**src/rtl/pc_fetch_unit.sv**
```systemverilog
// rtl/pc_fetch_unit.sv - program counter, next-PC select and debug run control for the instruction ROM
//
// Ports:
//   clk, rst                      clock, synchronous active-high reset
//   run_en, step_req, halt_req    board debug controls (free-run, single-step, halt)
//   branch_take, jal, jalr        redirect requests from the decoder / ALU
//   imm, rs1_val                  byte offset from EXT, RF read data 1
//   pc, rom_addr, pc_plus4        current PC, ROM word address, PC + 4
//   instr_valid                   current instruction commits this cycle
//   state                         00 RUN, 01 PAUSE, 10 STEP, 11 HALT
//   misalign_err, range_err       sticky redirect-target fault flags
//   retire_cnt                    committed-instruction counter
module pc_fetch_unit #(
    parameter int              XLEN      = 32,
    parameter int              ROM_AW    = 7,
    parameter int              INSTR_NUM = 16,
    parameter logic [XLEN-1:0] RESET_PC  = '0
) (
    input  logic              clk,
    input  logic              rst,
    input  logic              run_en,
    input  logic              step_req,
    input  logic              halt_req,
    input  logic              branch_take,
    input  logic              jal,
    input  logic              jalr,
    input  logic [XLEN-1:0]   imm,
    input  logic [XLEN-1:0]   rs1_val,
    output logic [XLEN-1:0]   pc,
    output logic [ROM_AW-1:0] rom_addr,
    output logic [XLEN-1:0]   pc_plus4,
    output logic              instr_valid,
    output logic [1:0]        state,
    output logic              misalign_err,
    output logic              range_err,
    output logic [31:0]       retire_cnt
);

    typedef enum logic [1:0] {
        S_RUN   = 2'b00,
        S_PAUSE = 2'b01,
        S_STEP  = 2'b10,
        S_HALT  = 2'b11
    } state_t;

    localparam logic [XLEN-3:0] INSTR_LIMIT = (XLEN-2)'(INSTR_NUM);

    state_t          state_q;
    logic [XLEN-1:0] pc_q;
    logic            step_d;
    logic            step_edge;
    logic            advance;
    logic            redirect;
    logic [XLEN-1:0] jalr_sum;
    logic [XLEN-1:0] redir_tgt;
    logic [XLEN-1:0] seq_tgt;
    logic [XLEN-1:0] next_pc;
    logic            tgt_misalign;
    logic            tgt_range;
    logic            fault;

    assign step_edge = step_req & ~step_d;
    assign advance   = (((state_q == S_RUN) & run_en) | (state_q == S_STEP)) & ~halt_req;
    assign redirect  = jalr | jal | branch_take;

    assign pc_plus4  = pc_q + XLEN'(4);
    assign jalr_sum  = rs1_val + imm;
    // jalr clears bit 0 of the sum; jal and branch share pc-relative targets
    assign redir_tgt = jalr ? (jalr_sum & {{(XLEN-1){1'b1}}, 1'b0}) : (pc_q + imm);

    // Running off the end of the program image restarts it rather than faulting
    assign seq_tgt   = (pc_plus4[XLEN-1:2] >= INSTR_LIMIT) ? RESET_PC : pc_plus4;
    assign next_pc   = redirect ? redir_tgt : seq_tgt;

    assign tgt_misalign = redir_tgt[1:0] != 2'b00;
    assign tgt_range    = redir_tgt[XLEN-1:2] >= INSTR_LIMIT;
    assign fault        = advance & redirect & (tgt_misalign | tgt_range);

    // Gated with rst so nothing downstream commits while the block is being reset
    assign instr_valid = advance & ~fault & ~rst;

    assign pc       = pc_q;
    assign rom_addr = pc_q[ROM_AW+1:2];
    assign state    = state_q;

    always_ff @(posedge clk) begin
        if (rst) begin
            pc_q         <= RESET_PC;
            state_q      <= S_PAUSE;
            step_d       <= 1'b0;
            misalign_err <= 1'b0;
            range_err    <= 1'b0;
            retire_cnt   <= '0;
        end else begin
            step_d <= step_req;

            if (fault) begin
                misalign_err <= misalign_err | tgt_misalign;
                range_err    <= range_err | tgt_range;
            end

            if (advance & ~fault) begin
                pc_q       <= next_pc;
                retire_cnt <= retire_cnt + 32'd1;
            end

            if (halt_req | fault) begin
                state_q <= S_HALT;
            end else begin
                case (state_q)
                    S_RUN:   if (!run_en) state_q <= S_PAUSE;
                    // run_en wins over a pending step edge, which is then dropped
                    S_PAUSE: if (run_en) state_q <= S_RUN;
                             else if (step_edge) state_q <= S_STEP;
                    S_STEP:  state_q <= S_PAUSE;
                    default: state_q <= S_HALT;
                endcase
            end
        end
    end

endmodule

```
**config.mk**
```make
export PLATFORM = sky130hd
export DESIGN_NAME = pc_fetch_unit
export DESIGN_NICKNAME = d
export VERILOG_FILES = /design/src/rtl/pc_fetch_unit.sv
export SDC_FILE = /design/constraint.sdc
export NUM_CORES = 1
export LEC_CHECK = 0
export ABC_AREA = 0
export BUFFER_PORTS_ARGS = -buffer_cell sky130_fd_sc_hd__buf_2
export CORE_AREA = 5 5 157 159
export DETAILED_ROUTE_END_ITERATION = 6
export DIE_AREA = 0 0 162 164
export PLACE_DENSITY_LB_ADDON = 0.2
export SKIP_CTS_REPAIR_TIMING = 1
export SYNTH_ARGS = -nofsm -noshare
export SYNTH_HDL_FRONTEND = slang
export SYNTH_SLANG_ARGS = --single-unit
```
**constraint.sdc**
```tcl
create_clock -name clk -period 4.4 [get_ports clk]
set_input_delay 0.44 -clock clk [delete_from_list [all_inputs] [get_ports clk]]
set_output_delay 0.44 -clock clk [all_outputs]
set_load 0.01 [all_outputs]
```
==> flow_summary.json, run 1 <==
{
  "die_x_um": 162,
  "hpwl_um": 24590,
  "synthSimpleGateAreaFrac_pct": 27.82,
  "powerDensity_nw_per_um2": 176.2,
  "antenna_found_initial": 2,
  "setup_violations": 0,
  "port_buffers": 179,
  "start_util_pct": 34.46,
  "clock_skew_ps": 10.78,
  "drv_slew": 0,
  "seq_area_um2": 1386,
  "pre_cts_ws_ps": -238.8,
  "grt_max_degree": 39,
  "place.gp.congestion": 0.9708,
  "min_path_type": "primary input to flip-flop",
  "grt_pass1_vias": 8802,
  "async_flop_share_pct": 0,
  "yosysMostFrequentCell": "a21oi_1",
  "cts_tree": "yes",
  "vias_per_cell": 5.451,
  "synth_warnings": 0,
  "clkTransAtPathRegs_ps": 50,
  "status": "complete, no violations",
  "overflow": 0,
  "dp_cells": 1675,
  "multi_input_area_um2": 6386,
  "grt_use_total_pct": 21.37,
  "worst_setup_path_end_kind": "primary output",
  "synthAdderAreaFrac_pct": 10.39,
  "htree_num_levels": 3,
  "grt_first_pass_wirelength_um": 46300,
  "clkLatencyLatePin_ps": 330,
  "ys_seq_elements": 69,
  "ys_seq_area_share_pct": 17.33,
  "vdd_ir_drop_max_mv": 0.1221,
  "fmax_mhz": 231.7,
  "ys.flop_type": "dfxtp_1",
  "hold_slack_ps": 358.2,
  "cts_buffers": 9,
  "power_mw": 1.917,
  "wl_per_cell_um": 17.28,
  "rsz0062_at_grt": "true",
  "final_nets": 1540,
  "cp.arrival_ps": 3880,
  "die_h_um": 164,
  "clkSinkCount": 69,
  "hold_viol_final": 0,
  "boundaryPins": 180,
  "tightest_slew_ps": 641.3,
  "drtIter0Drc": 552,
  "crit_required_ps": 3960,
  "die_area_um2": 26570,
  "synth_common_cells": "111 x a21oi_1, 101 x nand2_1, 93 x nor2_1",
  "fin_tns_setup_ps": 0,
  "placed_area_um2": 10360,
  "cts.path.max_buffers": 2,
  "critPathKind": "flip-flop to primary output",
  "core_um2": 23120,
  "synth.net_count": 1215,
  "stdcell_count": 1698,
  "fin_ws_ps": 83.23,
  "drt-total-wl_um": 29340,
  "synth.area.mux_share_pct": 1.460,
  "avgSynthCellArea_um2": 7.392,
  "area_growth_pct": 36.49,
  "synth_area_um2": 7969,
  "power_leakage_nw": 5.067,
  "crit_fanout": 5,
  "nFillCells": 2384,
  "synthCells": 1078,
  "root_buffer": "clkbuf_16",
  "final_util_pct": 47.04,
  "crit_path_start_kind": "flip-flop",
  "synth_xor_area_share_pct": 8.353,
  "relSlewSlack_pct": 56.92,
  "period_needed_ps": 4317,
  "cap_violations": 0,
  "dr.pass1.iters": 5,
  "post-route-drc-count": 0,
  "num_vias": 9256,
  "finalCritPeriodShare_pct": 98.11,
  "synth.distinct_cells": 81,
  "row_count": 56,
  "postRouteAntennaNets": 0,
  "synth_edf_count": 0,
  "fin_area_um2": 10880,
  "synth_top_area_share_pct": 17.33,
  "yosys-top-cells-area": "dfxtp_1 17%, ha_1 9.9%, a21oi_1 7.0%, xnor2_1 5.5%, nand2_1 4.8%",
  "synth_top_family_by_area": "compound AO/OA/AOI/OAI gates",
  "yosys.area.top_type": "dfxtp_1",
  "synth_compound_area_share_pct": 29.63,
  "final_layout_size_suffix_gt1_share_pct": 31.63
}
cells in the final DEF, fill, tap and decap left out, types with 16 or more instances in the layout:
cell type	n
nand3_1	39
nor2_1	93
o21a_1	21
o21ai_0	44
buf_4	184
ha_1	60
nand4_1	22
nor3_1	27
a21o_1	19
inv_1	36
a21oi_1	106
and2_1	36
xor2_1	26
nand2_1	101
and3_1	34
buf_2	178
dfxtp_1	65
nor2b_1	16
xnor2_1	50
critical path: stages, from the launching register on:
cell	delay, ps
dfxtp_1	320
ha_1	300
a21oi_2	210
o21a_1	200
o221ai_2	170
o41a_4	430
a2111oi_4	370
nor4_2	80
a311oi_2	210
o2111ai_1	170
or4_4	620
a21oi_4	170
and2_4	160
buf_4	120
report_power, final:
| part | total [mW] | leakage (nW) | switching (mW) | internal [mW] |
|---|---|---|---|---|
| registers | 0.630 | 0.558 | 0.00222 | 0.628 |
| clock network | 0.645 | 0.129 | 0.253 | 0.392 |
| logic | 0.642 | 4.38 | 0.360 | 0.281 |
| total | 1.92 | 5.07 | 0.615 | 1.30 |
cell type report:
class | count | area share (%)
timing repair buffer | 366 | 21.55
inverter | 36 | 1.242
multi-input combinational | 921 | 58.71
antenna | 1 | 0.02301
clock buffer | 13 | 2.301
sequential | 69 | 12.75
clock inverter | 2 | 0.09203
tap | 290 | 3.336
sequential cells by signal, summed over array words and instances (netlist names):
register and count:
retire_cnt 32, pc 32, misalign_err 1, step_d 1
range_err 1, state 2
path summary, 6_finish.rpt:
kind,start,to,slack [ps],cells past startpoint
hold / removal,step_req,step_d$_SDFF_PP0_,360,2
setup / recovery,pc[6]$_SDFFE_PP0P_,instr_valid,80,13
setup reg to reg,pc[6]$_SDFFE_PP0P_,retire_cnt[27]$_SDFFE_PP0P_,230,15
hold reg to reg,misalign_err$_SDFFE_PP0P_,misalign_err$_SDFFE_PP0P_,480,2
cell families after synthesis:
logic type / count (synthesis)
AO/OA/AOI/OAI: 332
XOR/XNOR: 76
adder cells (fa/ha/maj): 65
buffers and inverters: 88
flip-flops: 69
multiplexers: 11
AND/OR/NAND/NOR: 437
per-layer routing:
| layer | track usage, % | part of all wire (%) | routed length [um] | vias to the layer above |
|---|---|---|---|---|
| met5 | 0 | 0.024 | 7 | - |
| met4 | 4.729 | 1.6 | 472 | 2 |
| met3 | 4.442 | 6.7 | 1966 | 32 |
| met2 | 35.37 | 46 | 13570 | 239 |
| met1 | 28.81 | 45 | 13330 | 4350 |
| li1 | - | - | - | 4633 |
Note: power is estimated with default switching activity, not from simulation.
==> run 2, diff against run 1 <==
--- a/config.mk
+++ b/config.mk
@@ -5,11 +5,11 @@
 export SDC_FILE = /design/constraint.sdc
 export NUM_CORES = 1
 export LEC_CHECK = 0
-export ABC_AREA = 0
+export ABC_AREA = 1
 export BUFFER_PORTS_ARGS = -buffer_cell sky130_fd_sc_hd__buf_2
-export CORE_AREA = 5 5 157 159
+export CORE_AREA = 5 5 173 175
 export DETAILED_ROUTE_END_ITERATION = 6
-export DIE_AREA = 0 0 162 164
+export DIE_AREA = 0 0 178 180
 export PLACE_DENSITY_LB_ADDON = 0.2
 export SKIP_CTS_REPAIR_TIMING = 1
 export SYNTH_ARGS = -nofsm -noshare
==> flow_summary.json, run 2 <==
{
  "drtIter0Drc": 832,
  "antenna_found_initial": 0,
  "grt_first_pass_wirelength_um": 59690,
  "yosysMostFrequentCell": "nand2_1",
  "cts_tree": "yes",
  "crit_required_ps": 3960,
  "fin_tns_setup_ps": 0,
  "final_layout_size_suffix_gt1_share_pct": 13.03,
  "ys.flop_type": "dfxtp_1",
  "finalCritPeriodShare_pct": 89.70,
  "fin_area_um2": 11350,
  "period_needed_ps": 3947,
  "avgSynthCellArea_um2": 5.282,
  "port_buffers": 179,
  "rr_worst_depth": 26,
  "synth.net_count": 1975,
  "die_area_um2": 32040,
  "layout_commonest_cell": "nand2_1",
  "critPathKind": "flip-flop to primary output",
  "cp.arrival_ps": 3510,
  "async_flop_share_pct": 0,
  "cts.path.max_buffers": 2,
  "mostFrequentLayoutCells": "669 x nand2_1, 319 x inv_1, 194 x nand3_1",
  "placed_area_um2": 11000,
  "cap_violations": 0,
  "crit_fanout": 9,
  "relSlewSlack_pct": 54.84,
  "hpwl_um": 32550,
  "synthCells": 1838,
  "grt_use_total_pct": 23.32,
  "synth_area_um2": 9708,
  "synth.distinct_cells": 37,
  "vdd_ir_drop_max_mv": 0.1696,
  "clkSinkCount": 69,
  "fmax_mhz": 253.4,
  "row_count": 62,
  "root_buffer": "clkbuf_16",
  "start_util_pct": 34.29,
  "crit_path_start_kind": "flip-flop",
  "synth_edf_count": 0,
  "area_growth_pct": 16.88,
  "stdcell_count": 2395,
  "clkLatencyLatePin_ps": 330,
  "die_h_um": 180,
  "overflow": 0,
  "synth_top_area_share_pct": 25.87,
  "cts_buffers": 9,
  "drv_slew": 0,
  "status": "complete, no violations",
  "dp_cells": 2379,
  "postRouteAntennaNets": 0,
  "clkTransAtPathRegs_ps": 60,
  "place.gp.congestion": 0.9814,
  "vias_per_cell": 4.876,
  "hold_viol_final": 0,
  "grt_pass1_vias": 11523,
  "synth_common_cells": "669 x nand2_1, 319 x inv_1, 194 x nand3_1",
  "rsz0062_at_grt": "false",
  "post-route-drc-count": 0,
  "min_path_cells": 3,
  "yosys.area.top_type": "nand2_1",
  "drt-total-wl_um": 38430,
  "final_util_pct": 40.08,
  "num_vias": 11678,
  "yosys-top-cells-area": "nand2_1 26%, dfxtp_1 14%, inv_1 12%, nand3_1 10%, ha_1 8.1%",
  "dr.pass1.iters": 5,
  "num_antenna_cells": 0,
  "core_um2": 28310,
  "ys_seq_elements": 69,
  "htree_num_levels": 3,
  "power_leakage_nw": 6.515,
  "clock_skew_ps": 6.575,
  "worst_setup_path_end_kind": "primary output",
  "min_path_type": "primary input to flip-flop",
  "final_nets": 2143,
  "synth_warnings": 0,
  "setup_violations": 0,
  "wl_per_cell_um": 16.05,
  "boundaryPins": 180,
  "powerDensity_nw_per_um2": 193.2,
  "tightest_slew_ps": 677.4,
  "grt_max_degree": 59,
  "ys_seq_area_share_pct": 14.23,
  "die_x_um": 178
}
run 2: cell count changes after synthesis, sizes merged, moves of 18 or more:
cell / change
a21o: -19
nand2: +575
a211oi: -18
xor2: +18
a21oi: -28
o21ai: -51
and3: -31
nor2: +106
nand3: +156
and2: -32
xnor2: -36
o21a: -20
inv: +298
run 2: kinds of logic (layout without fill, tap and decap cells):
group	count (synthesis)	after routing	synth area share (%)
AO/OA/AOI/OAI	100	100	5.903
XOR/XNOR	58	58	5.233
adder cells (fa/ha/maj)	65	65	8.532
buffers and inverters	373	546	15.26
flip-flops	69	69	14.23
AND/OR/NAND/NOR	1173	1173	50.84
run 2: per-layer routing:
metal	vias to the layer above	global-route usage [%]	wire (um)
met3	80	4.013	2152
met5	-	0	0
met4	0	8.601	1487
met2	311	41.49	18550
met1	5245	27.82	16240
li1	6042	-	-
run 2: path summary, 6_finish.rpt:
kind / slack, ps / to / startpoint
max: 450 / instr_valid / pc[2]$_SDFFE_PP0P_
min: 330 / step_d$_SDFF_PP0_ / step_req
max reg2reg: 560 / pc[9]$_SDFFE_PP0P_ / pc[0]$_SDFFE_PP0P_
min reg2reg: 460 / misalign_err$_SDFFE_PP0P_ / misalign_err$_SDFFE_PP0P_
run 2: stage by stage:
stage	hold WS [ps]	worst slack (ps)	total power [mW]
6_report	333.1	453.0	2.192
5_1_grt	347.5	71.42	2.325
4_1_cts	329.3	418.0	2.204
3_5_place_dp	442.5	457.3	1.343
3_3_place_gp	435.6	485.8	1.343
2_1_floorplan	474.0	1154	1.130
run 2: cell type report:
class	count	area [um^2]
multi-input combinational	1396	6853
sequential	69	1381
tap	384	480.5
clock inverter	5	107.6
clock buffer	11	242.7
inverter	336	1261
timing repair buffer	194	1021
fill	3262	16970
run 2: report_power, final:
group / internal, mW / switching [mW] / leakage (nW) / total [mW]
clock: 0.571 / 0.283 / 0.170 / 0.854
sequential: 0.632 / 0.0111 / 0.557 / 0.643
combinational: 0.228 / 0.467 / 5.79 / 0.695
total: 1.43 / 0.761 / 6.52 / 2.19
run 2: worst max-delay path: stages (launching register included):
cell and delay, ps:
dfxtp_1 580, ha_1 380, inv_1 100, nand2_1 150, nand3_1 160, nand2_1 80, nand2_1 100, nand2_1 150
nand2_1 100, nand3_1 140, nand2_1 130, nand2_1 50, nor2_1 140, nand2_1 80, nor2_1 90, nand2_1 50
nor2_1 80, nand2_1 100, nand2_2 90, nand3_2 70, nor2_1 190, buf_2 170
==> run 3, diff against run 2 <==
--- a/config.mk
+++ b/config.mk
@@ -7,9 +7,9 @@
 export LEC_CHECK = 0
 export ABC_AREA = 1
 export BUFFER_PORTS_ARGS = -buffer_cell sky130_fd_sc_hd__buf_2
-export CORE_AREA = 5 5 173 175
+export CORE_AREA = 5 5 142 144
 export DETAILED_ROUTE_END_ITERATION = 6
-export DIE_AREA = 0 0 178 180
+export DIE_AREA = 0 0 147 149
 export PLACE_DENSITY_LB_ADDON = 0.2
 export SKIP_CTS_REPAIR_TIMING = 1
 export SYNTH_ARGS = -nofsm -noshare
==> flow_summary.json, run 3 (synthesis gave the netlist of run 2 again) <==
{
  "crit_fanout": 4,
  "area_growth_pct": 14.23,
  "num_antenna_cells": 0,
  "crit_required_ps": 3960,
  "cts_tree": "yes",
  "worst_setup_path_end_kind": "primary output",
  "grt_first_pass_wirelength_um": 55410,
  "clkTransAtPathRegs_ps": 60,
  "overflow": 0,
  "crit_path_start_kind": "flip-flop",
  "start_util_pct": 52.25,
  "drv_slew": 0,
  "antenna_found_initial": 0,
  "internal-power_mw": 1.318,
  "place.gp.congestion": 0.9972,
  "hpwl_um": 29470,
  "vias_per_cell": 5.338,
  "num_vias": 11974,
  "final_layout_size_suffix_gt1_share_pct": 12.99,
  "cts.path.max_buffers": 2,
  "hold_viol_final": 0,
  "power_leakage_nw": 6.475,
  "path_buf_inv": 5,
  "p_comb_share_pct": 33.1,
  "critPathKind": "flip-flop to primary output",
  "postRouteAntennaNets": 0,
  "fmax_mhz": 252.0,
  "clkSinkCount": 69,
  "final_nets": 2141,
  "core_um2": 18580,
  "boundaryPins": 180,
  "p_sw_share_pct": 37.22,
  "crit_family": "simple AND/OR/NAND/NOR gates",
  "max_stage_delay_ps": 400,
  "root_buffer": "clkbuf_16",
  "layout_commonest_cell": "nand2_1",
  "seq_area_um2": 1381,
  "htree_num_levels": 3,
  "min_path_type": "primary input to flip-flop",
  "cp.arrival_ps": 3530,
  "slowest_stage": "fa_1",
  "stdcell_count": 2243,
  "dr.pass1.iters": 6,
  "multi_input_area_um2": 6853,
  "grt_max_degree": 54,
  "rsz0062_at_grt": "false",
  "vdd_ir_drop_max_mv": 0.2078,
  "critPathMostFrequentCell": "nand2_1",
  "tightest_slew_ps": 770.0,
  "nFillCells": 2019,
  "wl_per_cell_um": 15.70,
  "grt_use_total_pct": 31.24,
  "grt_pass1_vias": 10760,
  "relSlewSlack_pct": 48.61,
  "cts_buffers": 9,
  "p_switching_mw": 0.7813,
  "die_h_um": 149,
  "dp_cells": 2227,
  "die_x_um": 147,
  "clkLatencyLatePin_ps": 350,
  "status": "complete, no violations",
  "post-route-drc-count": 0,
  "seq_power_share_pct": 30.7,
  "critPathLaunch": "pc[0]$_SDFFE_PP0P_",
  "finalCritPeriodShare_pct": 90.18,
  "mostFrequentLayoutCells": "669 x nand2_1, 319 x inv_1, 194 x nand3_1",
  "setup_violations": 0,
  "min_from": "step_req",
  "regToRegStartpoint": "pc[0]$_SDFFE_PP0P_",
  "fin_tns_setup_ps": 0,
  "cap_violations": 0,
  "drtIter0Drc": 1068,
  "clock_skew_ps": 9.084,
  "power_frac_clock_pct": 36.1,
  "powerDensity_nw_per_um2": 189.3,
  "row_count": 50,
  "port_buffers": 179,
  "die_area_um2": 21900,
  "period_needed_ps": 3968,
  "drt-total-wl_um": 35210
}
## run 3: cell types whose count changed in the layout (fill, tap and decap cells not counted), sizes merged
cell      delta
buf          -2
bufinv       -2
inv          +2
clkbuf       -1
clkinvlp     +1
## run 3: final cells by class
class | count | share of cell area (%)
clock buffer | 10 | 2.155
inverter | 336 | 11.37
clock inverter | 6 | 0.6206
tap | 234 | 2.640
sequential | 69 | 12.46
multi-input combinational | 1396 | 61.80
timing repair buffer | 192 | 8.959
## run 3: final timing paths
check                                                   end  slack, ps  cells after the start
worst min register to register    misalign_err$_SDFFE_PP0P_        460                      2
worst max register to register  retire_cnt[31]$_SDFFE_PP0P_        770                     23
worst max-delay path                            instr_valid        430                     25
worst min-delay path                      step_d$_SDFF_PP0_        300                      3
## run 3: layer usage
metal / vias to the layer above / part of all wire [%] / routed length (um) / global-route usage [%]
li1: 6051 / - / - / -
met1: 5341 / 46 / 16120 / 44.51
met2: 527 / 43 / 15150 / 48.65
met3: 55 / 8.2 / 2881 / 4.801
met4: 0 / 3.0 / 1056 / 9.599
met5: - / 0 / 0 / 0
## run 3: through the flow
stage	power (mW)	util, %	area [um^2]	setup WS, ps	hold slack [ps]
after CTS	2.096	59.68	11090	483.1	293.3
after global routing	2.225	59.68	11090	79.96	310.3
final	2.099	59.68	11090	431.9	303.7
after detailed placement	1.335	58.03	10780	726.8	443.4
after floorplan	1.130	-	9708	1154	474.0
after global placement	1.331	58.03	10780	743.7	446.9
## run 3: worst reg2reg max path: stages (launching register included)
cell     delay [ps]
dfxtp_1         390
ha_1            270
inv_1            80
fa_1            400
inv_1           100
nand2_1          70
nand2_1         110
nand2_1          80
inv_1            80
nand2_1          90
nand3_1         180
nand2_1         110
nand2_1          80
nand2_1          50
nand3_1          90
nand2_1          90
nor2_1          110
nand4_1         100
nor2_1          100
nand3_1         120
nand2_2         350
buf_4           280
nand3_1          90
a21oi_1         160
## run 3: power by group through the flow
stage	clock network, mW	logic, mW	registers [mW]
6_report	0.759	0.696	0.645
3_3_place_gp	0	0.673	0.658
3_5_place_dp	0	0.677	0.658
4_1_cts	0.770	0.681	0.644
5_1_grt	0.800	0.780	0.645
2_1_floorplan	0	0.474	0.656
